**src/rtl/mux_nto1_stream.sv**
```systemverilog
`default_nettype none
// ============================================================================
// Module      : mux_nto1_stream
// Description : N-input valid/ready stream multiplexer with a registered channel
//               select and one registered output stage. Defining MUX_RR_EN adds
//               an rr_mode input that enables round-robin channel rotation.
// Revision    : 1.0 - initial release
// ============================================================================
module mux_nto1_stream #(
    parameter int WIDTH  = 8,
    parameter int NUM_IN = 4,
    parameter int SEL_W  = $clog2(NUM_IN)
) (
    input  logic                    clk,
    input  logic                    rst_n,
`ifdef MUX_RR_EN
    input  logic                    rr_mode,
`endif
    input  logic [NUM_IN*WIDTH-1:0] in_data,
    input  logic [NUM_IN-1:0]       in_valid,
    output logic [NUM_IN-1:0]       in_ready,
    input  logic [SEL_W-1:0]        sel,
    input  logic                    sel_load,
    output logic [SEL_W-1:0]        cur_sel,
    output logic [WIDTH-1:0]        out_data,
    output logic                    out_valid,
    input  logic                    out_ready
);

    localparam logic [SEL_W:0] c_num_in = (SEL_W+1)'(NUM_IN);

    logic [SEL_W-1:0]  r_cur_sel;
    logic [WIDTH-1:0]  r_out_data;
    logic              r_out_valid;

    logic [WIDTH-1:0]  w_ch_data [NUM_IN];
    logic [NUM_IN-1:0] w_in_ready;
    logic              w_out_free;
    logic              w_cur_valid;
    logic              w_accept;
    logic              w_sel_legal;
    logic [SEL_W-1:0]  w_sel_next;

    generate
        for (genvar k = 0; k < NUM_IN; k++) begin : g_chan
            assign w_ch_data[k] = in_data[k*WIDTH +: WIDTH];
        end
    endgenerate

    // Ready depends only on the output register and the select, never on in_valid.
    assign w_out_free  = !r_out_valid || out_ready;
    assign w_cur_valid = in_valid[r_cur_sel];
    assign w_accept    = w_cur_valid && w_out_free;
    assign w_sel_legal = ({1'b0, sel} < c_num_in);

    always_comb begin
        w_in_ready            = '0;
        w_in_ready[r_cur_sel] = w_out_free;
    end

`ifdef MUX_RR_EN
    logic [SEL_W-1:0] w_rr_next;
    logic [SEL_W-1:0] w_rr_cand;
    logic             w_rr_hit;
    int               w_rr_idx;

    // First valid channel scanning cyclically from cur_sel+1; plain +1 when none is valid.
    always_comb begin
        w_rr_next = (r_cur_sel == SEL_W'(NUM_IN-1)) ? '0 : r_cur_sel + SEL_W'(1);
        w_rr_hit  = 1'b0;
        w_rr_idx  = 0;
        w_rr_cand = '0;
        for (int i = 1; i <= NUM_IN; i++) begin
            w_rr_idx  = (int'(r_cur_sel) + i) % NUM_IN;
            w_rr_cand = w_rr_idx[SEL_W-1:0];
            if (!w_rr_hit && in_valid[w_rr_cand]) begin
                w_rr_next = w_rr_cand;
                w_rr_hit  = 1'b1;
            end
        end
    end

    always_comb begin
        w_sel_next = r_cur_sel;
        if (rr_mode) begin
            if (w_accept || !w_cur_valid)
                w_sel_next = w_rr_next;
        end else if (sel_load && w_sel_legal) begin
            w_sel_next = sel;
        end
    end
`else
    always_comb begin
        w_sel_next = r_cur_sel;
        if (sel_load && w_sel_legal)
            w_sel_next = sel;
    end
`endif

    always_ff @(posedge clk or negedge rst_n) begin
        if (!rst_n) begin
            r_cur_sel   <= '0;
            r_out_data  <= '0;
            r_out_valid <= 1'b0;
        end else begin
            r_cur_sel <= w_sel_next;
            if (w_accept) begin
                r_out_data  <= w_ch_data[r_cur_sel];
                r_out_valid <= 1'b1;
            end else if (out_ready) begin
                r_out_valid <= 1'b0;
            end
        end
    end

    assign in_ready  = w_in_ready;
    assign cur_sel   = r_cur_sel;
    assign out_data  = r_out_data;
    assign out_valid = r_out_valid;

endmodule
`default_nettype wire
```
**config.mk**
```make
export PLATFORM = sky130hd
export DESIGN_NAME = mux_nto1_stream
export DESIGN_NICKNAME = d
export VERILOG_FILES = /design/src/rtl/mux_nto1_stream.sv
export SDC_FILE = /design/constraint.sdc
export NUM_CORES = 1
export LEC_CHECK = 0
export ABC_AREA = 1
export BUFFER_PORTS_ARGS = -buffer_cell sky130_fd_sc_hd__clkbuf_2
export CORE_MARGIN = 4
export CORE_UTILIZATION = 35
export CTS_CLUSTER_SIZE = 20
export DETAILED_ROUTE_END_ITERATION = 16
export PLACE_DENSITY = 0.69
export SYNTH_ARGS = -nofsm -noshare
export SYNTH_HDL_FRONTEND = slang
export SYNTH_SLANG_ARGS = --single-unit
```
**constraint.sdc**
```tcl
create_clock -name clk -period 1.7 [get_ports clk]
set_clock_uncertainty 0.05 [all_clocks]
set_input_delay 0.255 -clock clk [delete_from_list [all_inputs] [get_ports clk]]
set_output_delay 0.255 -clock clk [all_outputs]
set_load 0.01 [all_outputs]
```
# Word-level counts from Yosys, hierarchy flattened
# Index checks and enable logic that the tools add are counted.
# op_classes
magnitude_cmp	3
n_mux	9
bitwise_logic	2
reduce_logical	5
# op_table
op	n
8-bit binary-select mux with 2-bit select	1
8-bit two-way mux	2
4-bit bitwise AND	1
1-bit two-way mux	4
3-bit greater-or-equal comparator, second input constant	1
2-bit by 3-bit less-than comparator with 1-bit output, second input constant	1
2-bit NOT with 3-bit output	1
1-bit binary-select mux with 2-bit select	1
1-bit demux with 2-bit select	1
2-bit by 1-bit greater-or-equal comparator with 1-bit output, second input constant	1
1-bit logical AND	2
2-bit nonzero test	1
1-bit zero test	1
1-bit logical OR	1
# totals
ff_bits	11
input_bits	42
out_inout_bits	15
word_cells	22

# Logic depth before layout (Yosys ltp)
# depth
depth_word	5
ltp_mapped	9

# Worst setup path after synthesis
# No wires, ideal clock.
# synth_timing
kind	register to output
start	reg r_cur_sel[0] (netlist: cur_sel[0])
end	out in_ready[1]
arrival_time_ps	1073
t_required_ps	1395
path_slack_ps	322
stages_incl_launch_ff	5
n_path_buf	2
path_cell_list	dfrtp_1 > inv_2 > buf_6 > buf_12 > nor3_1
# synth_via
elab_chain_len	5
elab_cells_between_ends	6
cone_classes	order compare (2); mux (2); bitwise (1); reduce/logical (1)
# synth_lines
element	line	rtl
start, declared	32	logic [SEL_W-1:0] r_cur_sel;
start signal, assigned	106	r_cur_sel <= w_sel_next;
2-bit by 3-bit less-than comparator with 1-bit output (implied by the code) / 2-bit by 1-bit greater-or-equal comparator with 1-bit output (equally long branches)	58	w_in_ready[r_cur_sel] = w_out_free;
1-bit logical AND (implied by the code)	58	
1-bit two-way mux (implied by the code)	58	
1-bit demux with 2-bit select (*)	58	
4-bit bitwise AND (no line) (*)	n/a	
end, declared	21	output logic [NUM_IN-1:0] in_ready,
# Every way passes the cells marked *; elsewhere a longest branch is shown, timed or not.

# Worst setup path after layout
# layout_timing
start	reg r_cur_sel[0] (netlist: cur_sel[0])
end	out in_ready[0]
# Same word-level chain as after synthesis.

==> flow_metrics.tcl <==
set metrics [dict create \
    status "completed" \
    synth_cell_type_count 14 \
    place_hpwl_um 1907 \
    clk_pin_slew_ns 0.07 \
    final_antenna_net_count 0 \
    avgSynthCellArea_um2 6.356 \
    grt_pass1_vias 943 \
    hold_viol 0 \
    worstMarginPinSlew_ns 0.3465 \
    chipHeight_um 57.88 \
    crit_family "flip-flops" \
    dr.pass1.iters 2 \
    globalRouteOverflowTotal 0 \
    mostFrequentLayoutCells "91 x nand2_1, 56 x clkbuf_2, 11 x dfrtp_1, 8 x nand2_2, 8 x nand3_1" \
    syn-num-nets 179 \
    slowest_stage "dfrtp_1" \
    num_vias 979 \
    clockRootBuffer "clkbuf_4" \
    cts-buffers-inserted 3 \
    htreeDepth 1 \
    setup_viol 0 \
    ys_seq_elements 11 \
    numPortBuffers 56 \
    numClockSinks 11 \
    cellPowerDensity_mw_per_mm2 836.8 \
    cts_tree "done" \
    final_common_cell "nand2_1" \
    slew_headroom 0.7687 \
    fin_tns_setup_ns 0 \
    gr-usage-all-layers 0.1422 \
    core_area_mm2 0.002297 \
    p_clk_frac 0.178 \
    gp_congestion 0.7915 \
    p_seq_frac 0.385 \
    n_antenna_cell 0 \
    final_nets 238 \
    hold_ws_ns 0.1426 \
    grt_setup_unrepaired "false" \
    post_drt_via_cell_ratio 4.390 \
    crit_type "flip-flop to primary output" \
    first_iter_violations 33 \
    antenna_found_initial 0 \
    drv_cap 0 \
    power_leakage_nw 0.7527 \
    synth_area_um2 870.8 \
    die_x_um 57.88 \
    dieArea_mm2 0.003350 \
    fp-row-count 17 \
    p_comb_frac 0.437 \
    placed_cell_area_mm2 0.001124 \
    netlist_instances 137 \
    wirelength_um 2272 \
    wl_per_cell_um 10.19 \
    grt_max_degree 18 \
    hold_path_class "input port to flip-flop" \
    area_growth_syn_to_layout_pct 33.19 \
    clk_latency_ns 0.26 \
    peakVddDrop_mv 0.7286 \
    cpPeakStageDelay_ns 0.44 \
    drive_above_1_share 0.3846 \
    fillers 256 \
    finalInstanceArea_mm2 0.001160 \
    grt_pass1_wl_um 3877 \
    ys_warn_count 0 \
    drc 0 \
    ctsResizeCount 0 \
    crit_buf_inv 2 \
    crit_arrival_ns 1.26 \
    startpoint_type "flip-flop" \
    io_pins 57 \
    p_int_uw 596.9 \
    path_max_fanout 17 \
    drv_slew 0 \
    swShare 0.3850 \
    layout_min_cycle_time_ns 1.569 \
    post-route-util 0.5049 \
    ctsLongestPathBuffers 2 \
    p_sw_uw 373.7 \
    max_clock_freq_ghz 0.6372 \
    cp.required_ns 1.39 \
    fin_crit_sh 0.9232 \
    synth-seq-area-share 0.3161 \
    end_kind "primary output" \
    start_util 0.3791 \
    worstPathCellList "buf_4, nor3_1, clkbuf_2" \
]
==> power groups by stage <==
stage	clock network [mW]	registers [mW]	logic, mW
finish	0.173	0.374	0.424
global placement	0	0.377	0.424
CTS	0.179	0.374	0.434
floorplan	0	0.411	0.239
detailed placement	0	0.378	0.430
global route	0.193	0.384	0.486
==> cells by family after synthesis <==
logic type | share of synthesized area
AOI/OAI and AO/OA | 0.01149
buffers and inverters | 0.1149
DFF | 0.3161
and+or+nand+nor | 0.5575
==> synth_stat cells <==
master    instances  area share
buf_6             2       0.026
dfrtp_1          11        0.32
inv_2             2      0.0086
nor3_1            4       0.023
nand2_4           2       0.026
buf_12            1       0.023
nand3_1           8       0.046
o21ai_0           2       0.011
clkbuf_8          2       0.032
inv_1             2      0.0086
buf_8             1       0.017
nand2_1          91        0.39
nand2_2           8       0.057
nor2_4            1       0.013
==> flip-flops by register name, indices dropped and copies added (netlist names) <==
signal / cells
out_data: 8
out_valid: 1
cur_sel: 2
==> cell type report <==
cell class / instances / area [um2] / area share
timing repair buffer: 60 / 312.8 / 0.2697
inverter: 4 / 15.01 / 0.01295
clock buffer: 4 / 26.28 / 0.02265
tap: 28 / 35.03 / 0.03021
sequential: 11 / 275.3 / 0.2373
multi-input combinational: 116 / 495.5 / 0.4272
==> repair_timing <==
action | CTS | global route
hold buffers | 1 | 0
buffers inserted | 0 | 0
hold endpoints to repair | 11 | 0
==> path summary, 6_finish.rpt <==
| check | from | end | slack, ns | depth (start not counted) |
|---|---|---|---|---|
| worst max register to register | cur_sel[0]$_DFFE_PN0P_ | out_data[7]$_DFFE_PN0P_ | 0.37 | 8 |
| worst min-delay path | sel[1] | cur_sel[1]$_DFFE_PN0P_ | 0.14 | 3 |
| worst min register to register | out_data[7]$_DFFE_PN0P_ | out_data[7]$_DFFE_PN0P_ | 0.42 | 2 |
| min in group asynchronous | rst_n | out_data[3]$_DFFE_PN0P_ | 0.34 | 2 |
| worst max-delay path | cur_sel[0]$_DFFE_PN0P_ | in_ready[0] | 0.13 | 3 |
| max in group asynchronous | rst_n | out_data[7]$_DFFE_PN0P_ | 1.05 | 2 |
==> per-layer routing <==
metal	vias up	routed length, um	track usage	share of wire
met5	-	0	0	0
met4	0	0	0.01987	0
met3	0	202	0.03341	0.089
met2	38	1134	0.2677	0.50
met1	409	935	0.1651	0.41
li1	532	-	-	-
==> worst min-delay path, delay by kind of cell <==
family | cells | cell delay [ns]
simple gates | 1 | 0.04
buf+inv | 1 | 0.07
compound gates | 1 | 0.06
==> through the flow <==
| stage | setup WS (ns) | total power, mW | instances |
|---|---|---|---|
| 3_3_place_gp | 0.4200 | 0.8010 | 218 |
| 3_5_place_dp | 0.3827 | 0.8087 | 218 |
| 4_1_cts | 0.1158 | 0.9866 | 223 |
| 5_1_grt | 0.03396 | 1.063 | 223 |
| 6_report | 0.1306 | 0.9705 | 223 |
| 2_1_floorplan | 0.3217 | 0.6503 | 137 |
Power figures use the tool's default switching activity.
